File: config.mk
export PLATFORM = sky130hd
export DESIGN_NAME = cozy_regfile_debug
export DESIGN_NICKNAME = d
export VERILOG_FILES = /design/src/rtl/cozy_regfile_debug.sv
export SDC_FILE = /design/constraint.sdc
export NUM_CORES = 1
export LEC_CHECK = 0
export CAP_MARGIN = 20
export CORE_MARGIN = 10
export CORE_UTILIZATION = 29
export CTS_CLUSTER_SIZE = 24
export DETAILED_ROUTE_END_ITERATION = 10
export PLACE_DENSITY_LB_ADDON = 0.15
export SYNTH_ARGS = -nofsm -noshare
export SYNTH_HDL_FRONTEND = slang
export SYNTH_SLANG_ARGS = --single-unit
File: constraint.sdc
create_clock -name clk -period 2.1 [get_ports clk]
set_input_delay 0.42 -clock clk [delete_from_list [all_inputs] [get_ports clk]]
set_output_delay 0.42 -clock clk [all_outputs]
set_load 0.05 [all_outputs]
File: src/rtl/cozy_regfile_debug.sv
// rtl/cozy_regfile_debug.sv - debug access controller between the cozy core and its 16x16 register file
// Halts the core on request, then serves READ/WRITE/DUMP over a valid/ready channel until RESUME.

module cozy_regfile_debug #(
  parameter int unsigned DUMP_FIRST = 1
) (
  input  logic        clk,
  input  logic        rst_n,
  input  logic [3:0]  core_rD_sel,
  input  logic        core_rD_we,
  input  logic [15:0] core_rD_in,
  input  logic [3:0]  core_rS_sel,
  input  logic        core_halted,
  output logic        core_halt_req,
  output logic [3:0]  rf_rD_sel,
  output logic        rf_rD_we,
  output logic [15:0] rf_rD_in,
  output logic [3:0]  rf_rS_sel,
  input  logic [15:0] rf_rS_out,
  input  logic        dbg_req_valid,
  output logic        dbg_req_ready,
  input  logic [1:0]  dbg_req_op,
  input  logic [3:0]  dbg_req_reg,
  input  logic [15:0] dbg_req_data,
  output logic        dbg_rsp_valid,
  input  logic        dbg_rsp_ready,
  output logic [3:0]  dbg_rsp_reg,
  output logic [15:0] dbg_rsp_data,
  output logic        dbg_rsp_last
);

  typedef enum logic [1:0] {
    S_IDLE   = 2'd0,
    S_HALT   = 2'd1,
    S_ACCESS = 2'd2,
    S_RESP   = 2'd3
  } state_t;

  localparam logic [1:0] OP_READ   = 2'd0;
  localparam logic [1:0] OP_WRITE  = 2'd1;
  localparam logic [1:0] OP_DUMP   = 2'd2;
  localparam logic [1:0] OP_RESUME = 2'd3;
  localparam logic [3:0] DUMP_FIRST_REG = 4'(DUMP_FIRST);

  state_t      state_q, state_d;
  logic [1:0]  op_q;
  logic [3:0]  cur_reg_q;
  logic [15:0] data_q;
  logic        halt_req_q;
  logic [3:0]  rsp_reg_q;
  logic [15:0] rsp_data_q;
  logic        rsp_last_q;

  logic accept;
  logic dump_more;
  logic owned;

  assign accept    = dbg_req_valid && (state_q == S_IDLE);
  assign dump_more = (op_q == OP_DUMP) && (cur_reg_q != 4'hF);
  assign owned     = halt_req_q && core_halted;

  always_ff @(posedge clk or negedge rst_n) begin
    if (!rst_n) begin
      state_q <= S_IDLE;
    end else begin
      state_q <= state_d;
    end
  end

  always_comb begin
    state_d = state_q;
    case (state_q)
      S_IDLE: begin
        if (accept) begin
          if (dbg_req_op == OP_RESUME) begin
            state_d = S_RESP;
          end else if (core_halted) begin
            state_d = S_ACCESS;
          end else begin
            state_d = S_HALT;
          end
        end
      end
      S_HALT: begin
        if (core_halted) begin
          state_d = S_ACCESS;
        end
      end
      S_ACCESS: state_d = S_RESP;
      S_RESP: begin
        if (dbg_rsp_ready) begin
          state_d = dump_more ? S_ACCESS : S_IDLE;
        end
      end
      default: state_d = S_IDLE;
    endcase
  end

  // Request fields are latched once so later changes on the request bus are ignored.
  always_ff @(posedge clk or negedge rst_n) begin
    if (!rst_n) begin
      op_q       <= OP_READ;
      cur_reg_q  <= 4'd0;
      data_q     <= 16'd0;
      halt_req_q <= 1'b0;
      rsp_reg_q  <= 4'd0;
      rsp_data_q <= 16'd0;
      rsp_last_q <= 1'b0;
    end else if (accept) begin
      op_q      <= dbg_req_op;
      data_q    <= dbg_req_data;
      cur_reg_q <= (dbg_req_op == OP_DUMP) ? DUMP_FIRST_REG : dbg_req_reg;
      if (dbg_req_op == OP_RESUME) begin
        halt_req_q <= 1'b0;
        rsp_reg_q  <= 4'd0;
        rsp_data_q <= 16'd0;
        rsp_last_q <= 1'b1;
      end else begin
        halt_req_q <= 1'b1;
      end
    end else if (state_q == S_ACCESS) begin
      rsp_reg_q  <= cur_reg_q;
      rsp_data_q <= (op_q == OP_WRITE) ? data_q : rf_rS_out;
      rsp_last_q <= !dump_more;
    end else if ((state_q == S_RESP) && dbg_rsp_ready && dump_more) begin
      cur_reg_q <= cur_reg_q + 4'd1;
    end
  end

  always_comb begin
    dbg_req_ready = (state_q == S_IDLE);
    dbg_rsp_valid = (state_q == S_RESP);
    dbg_rsp_reg   = rsp_reg_q;
    dbg_rsp_data  = rsp_data_q;
    dbg_rsp_last  = rsp_last_q;
    core_halt_req = halt_req_q;
    rf_rD_sel     = core_rD_sel;
    rf_rD_we      = core_rD_we;
    rf_rD_in      = core_rD_in;
    rf_rS_sel     = core_rS_sel;
    // Debug owns the file only while the core has actually acknowledged the halt.
    if (owned) begin
      rf_rD_sel = cur_reg_q;
      rf_rS_sel = cur_reg_q;
      rf_rD_in  = data_q;
      rf_rD_we  = (state_q == S_ACCESS) && (op_q == OP_WRITE);
    end
  end

endmodule
==> metrics <==
outcome=completed; kind of critical path=reg -> out; clock root cell=clkbuf_8; CP bufs+invs=2; placed cells=454; Worst setup EP type=output pin; count of cell types in the netlist=37; P per Cell Area=1550 mW/mm2; Synth Area in XOR/XNOR=0.726%; FF-to-FF setup slack=0.52 ns; core footprint=0.00818 mm2; drt pass-1 iters=4; DRT iter0 DRCs=49; hold buffers post-CTS=0; post-synthesis cell area=0.00241 mm2; DR WL/cell=17.4 um; clk_lat worst skew=0.30 ns; Post-Layout Inst Area=0.00418 mm2; post-synthesis compound-gate area fraction=11.9%; dominant combinational cell family by area after synthesis=multiplexers; critical path depth=4; mux cell area share after synthesis=17.6%; Starting Density=29.5%; Area growth syn-to-layout=73.2%; Worst Path Arrival=1.62 ns; maximum buffer depth of the clock tree=2; total gr overflow=0; first-pass GRT wire length=13.3 mm; crit share post-route=97.3%; Critical Path RT=1.68 ns; Die Area=0.0124 mm2; LEAKAGE=1.88 nW; setup TNS=0 ns; Critical-path top delay cell=dfrtp_2; Critical Path Start=core_halt_req; Gate Count Post-Synth=235; quantity of I/O buffers inserted on ports=116; vias=2215; most common flop cell mapped by yosys=dfrtp_1; clock slew at reported path FFs=0.09 ns; Final Hold Viols=0; ANT cells=0; Die Wd=111 um; GRT Total Usage=13.1%; Worst Max-Slew Pin Slew=0.595 ns; syn avg cell area=10.3 um2; R2R Path End=dbg_rsp_data[1]; nets@finish=428; yosys warns=0; Routed Antenna Nets=0; Core Rows=33; post-synthesis adder-cell area fraction=0.518%; crit-path max cell delay=0.45 ns; dpl hpwl=6.10 mm; Final Max Tran Viols=0; vias in the first global route=2392; vias per cell=4.76; worst-path fanout max=11; Post-Synth Simple-Gate Area=17.4%; H-tree depth=2; IO Count=117; Placement Cell Area=0.00401 mm2; Setup crit start kind=flip-flop; Max Clk Rate=490 MHz; number of synthesized flops with an enable pin=0; Synth Register Bits=46; clk sinks=46; crit-path cells=nand2_4 -> bufbuf_16 -> mux2_2 -> buf_12; Non-Filler Instances=465; Final Critical Period=2.04 ns; TritonCTS clock tree=done; Setup violations, final=0; register area share after synthesis=47.7%; Worst Hold Class=in -> async; async set-or-reset flop fraction in the synthesized netlist=100%; Worst path top cell family by delay=flip-flops; routed wire length=8.09 mm; residual DRC count=0; Worst IR Drop VDD=599 uV; initial antenna violation count=0; Slew headroom=60.3%; R2R cell count=4; Max-Cap Viols=0; RePlAce Congestion=0.757; worst flop-to-flop path startpoint=op_q[1]; Syn Nets=304; largest net degree at the start of global routing=47; final worst clock skew=0.00898 ns; cts bufs inserted=5; layout cell share with drive strength beyond 1=25.3%; hold_ws=0.197 ns; Die Ht=111 um
[layout make-up]
class	instances	area [um2]
Clock buffer	6	72.6
Sequential cell	46	1150
Timing Repair Buffer	133	1590
Multi-Input combinational cell	171	1190
Tap cell	105	131
Clock inverter	2	37.5
Fill cell	776	4000
Inverter	2	7.51
[cells by family (layout without fill, tap and decap cells)]
group / Yosys count / in the layout
AND/OR/NAND/NOR: 100 / 100
flip-flops: 46 / 46
multiplexers: 35 / 35
AO/OA/AOI/OAI: 33 / 33
buffers and inverters: 18 / 143
XOR/XNOR: 2 / 2
adder cells (fa/ha/maj): 1 / 1
[power breakdown]
part	total (mW)	internal [mW]	switching [mW]	leakage, nW
Sequential	1.60	1.29	0.313	0.568
Clock	0.658	0.355	0.303	0.0514
Combinational	4.21	1.89	2.32	1.26
[cells in the mapped netlist, drive strengths merged (2+ instances only)]
library cell  instances  area (um2)
a32o                 17         170
nand2                76         285
nor2                  3        11.3
dfrtp                46        1150
a22o                  4        35.0
clkbuf                6        22.5
buf                  10        71.3
mux2i                 3        30.0
and2                  2        12.5
mux2                 32         394
o21ai                 3        15.0
nor2b                 3        18.8
a21oi                 2        10.0
and3                  3        18.8
nand3                 7        35.0
[cells in the final DEF, fill, tap and decap left out, types with 2 or more instances in the layout]
cell	instances
mux2i_1	3
mux2_4	9
a22o_1	4
nor2_1	3
and3_1	3
buf_4	15
mux2_2	23
nand2_1	74
clkbuf_8	5
and2_1	2
a32o_1	17
nor2b_1	2
buf_12	28
a21oi_1	2
dfrtp_1	45
clkdlybuf4s50_1	87
nand3_1	7
[how the worst max path moves through the flow]
stage	end	slack (ns)
6_report	rf_rD_in[1]	0.06
3_3_place_gp	rf_rD_in[12]	-0.006
3_5_place_dp	rf_rD_in[8]	-0.02
5_1_grt	rf_rD_in[4]	-0.002
2_1_floorplan	rf_rD_sel[0]	0.01
4_1_cts	rf_rD_in[4]	0.02
[per-stage QoR]
step / total power [mW] / util (%) / worst slack, ns
6_report: 6.48 / 51.1 / 0.0575
5_1_grt: 6.89 / 51.1 / -0.00225
4_1_cts: 6.56 / 51.0 / 0.0218
3_5_place_dp: 5.83 / 49.1 / -0.0216
3_3_place_gp: 5.78 / 49.1 / -0.00630
2_1_floorplan: 4.07 / - / 0.0107
[worst register-to-register path: cells and delay by family (launching register included)]
family / cells / cell delay [ns]
multiplexers: 1 / 0.37
AO/OA/AOI/OAI: 1 / 0.25
AND/OR/NAND/NOR: 1 / 0.15
flip-flops: 1 / 0.42
buffers and inverters: 1 / 0.27
[repair_timing]
action | 4_1_cts | 5_1_grt
endpoints found under the hold margin | 0 | 0
pin swaps | 0 | 0
resized for setup | 4 | 1
setup endpoints to repair | 17 | 5
cloned | 1 | 0
buffers inserted | 1 | 1
[routing by layer]
layer / up-vias / routed length (um) / track usage [%]
met3: 4 / 698 / 5.25
met1: 1064 / 3400 / 15.0
met4: 0 / 63 / 2.83
li1: 1074 / - / -
met2: 73 / 3930 / 22.1
met5: - / 0 / 0
No activity file was read; power rests on OpenSTA's default activity.
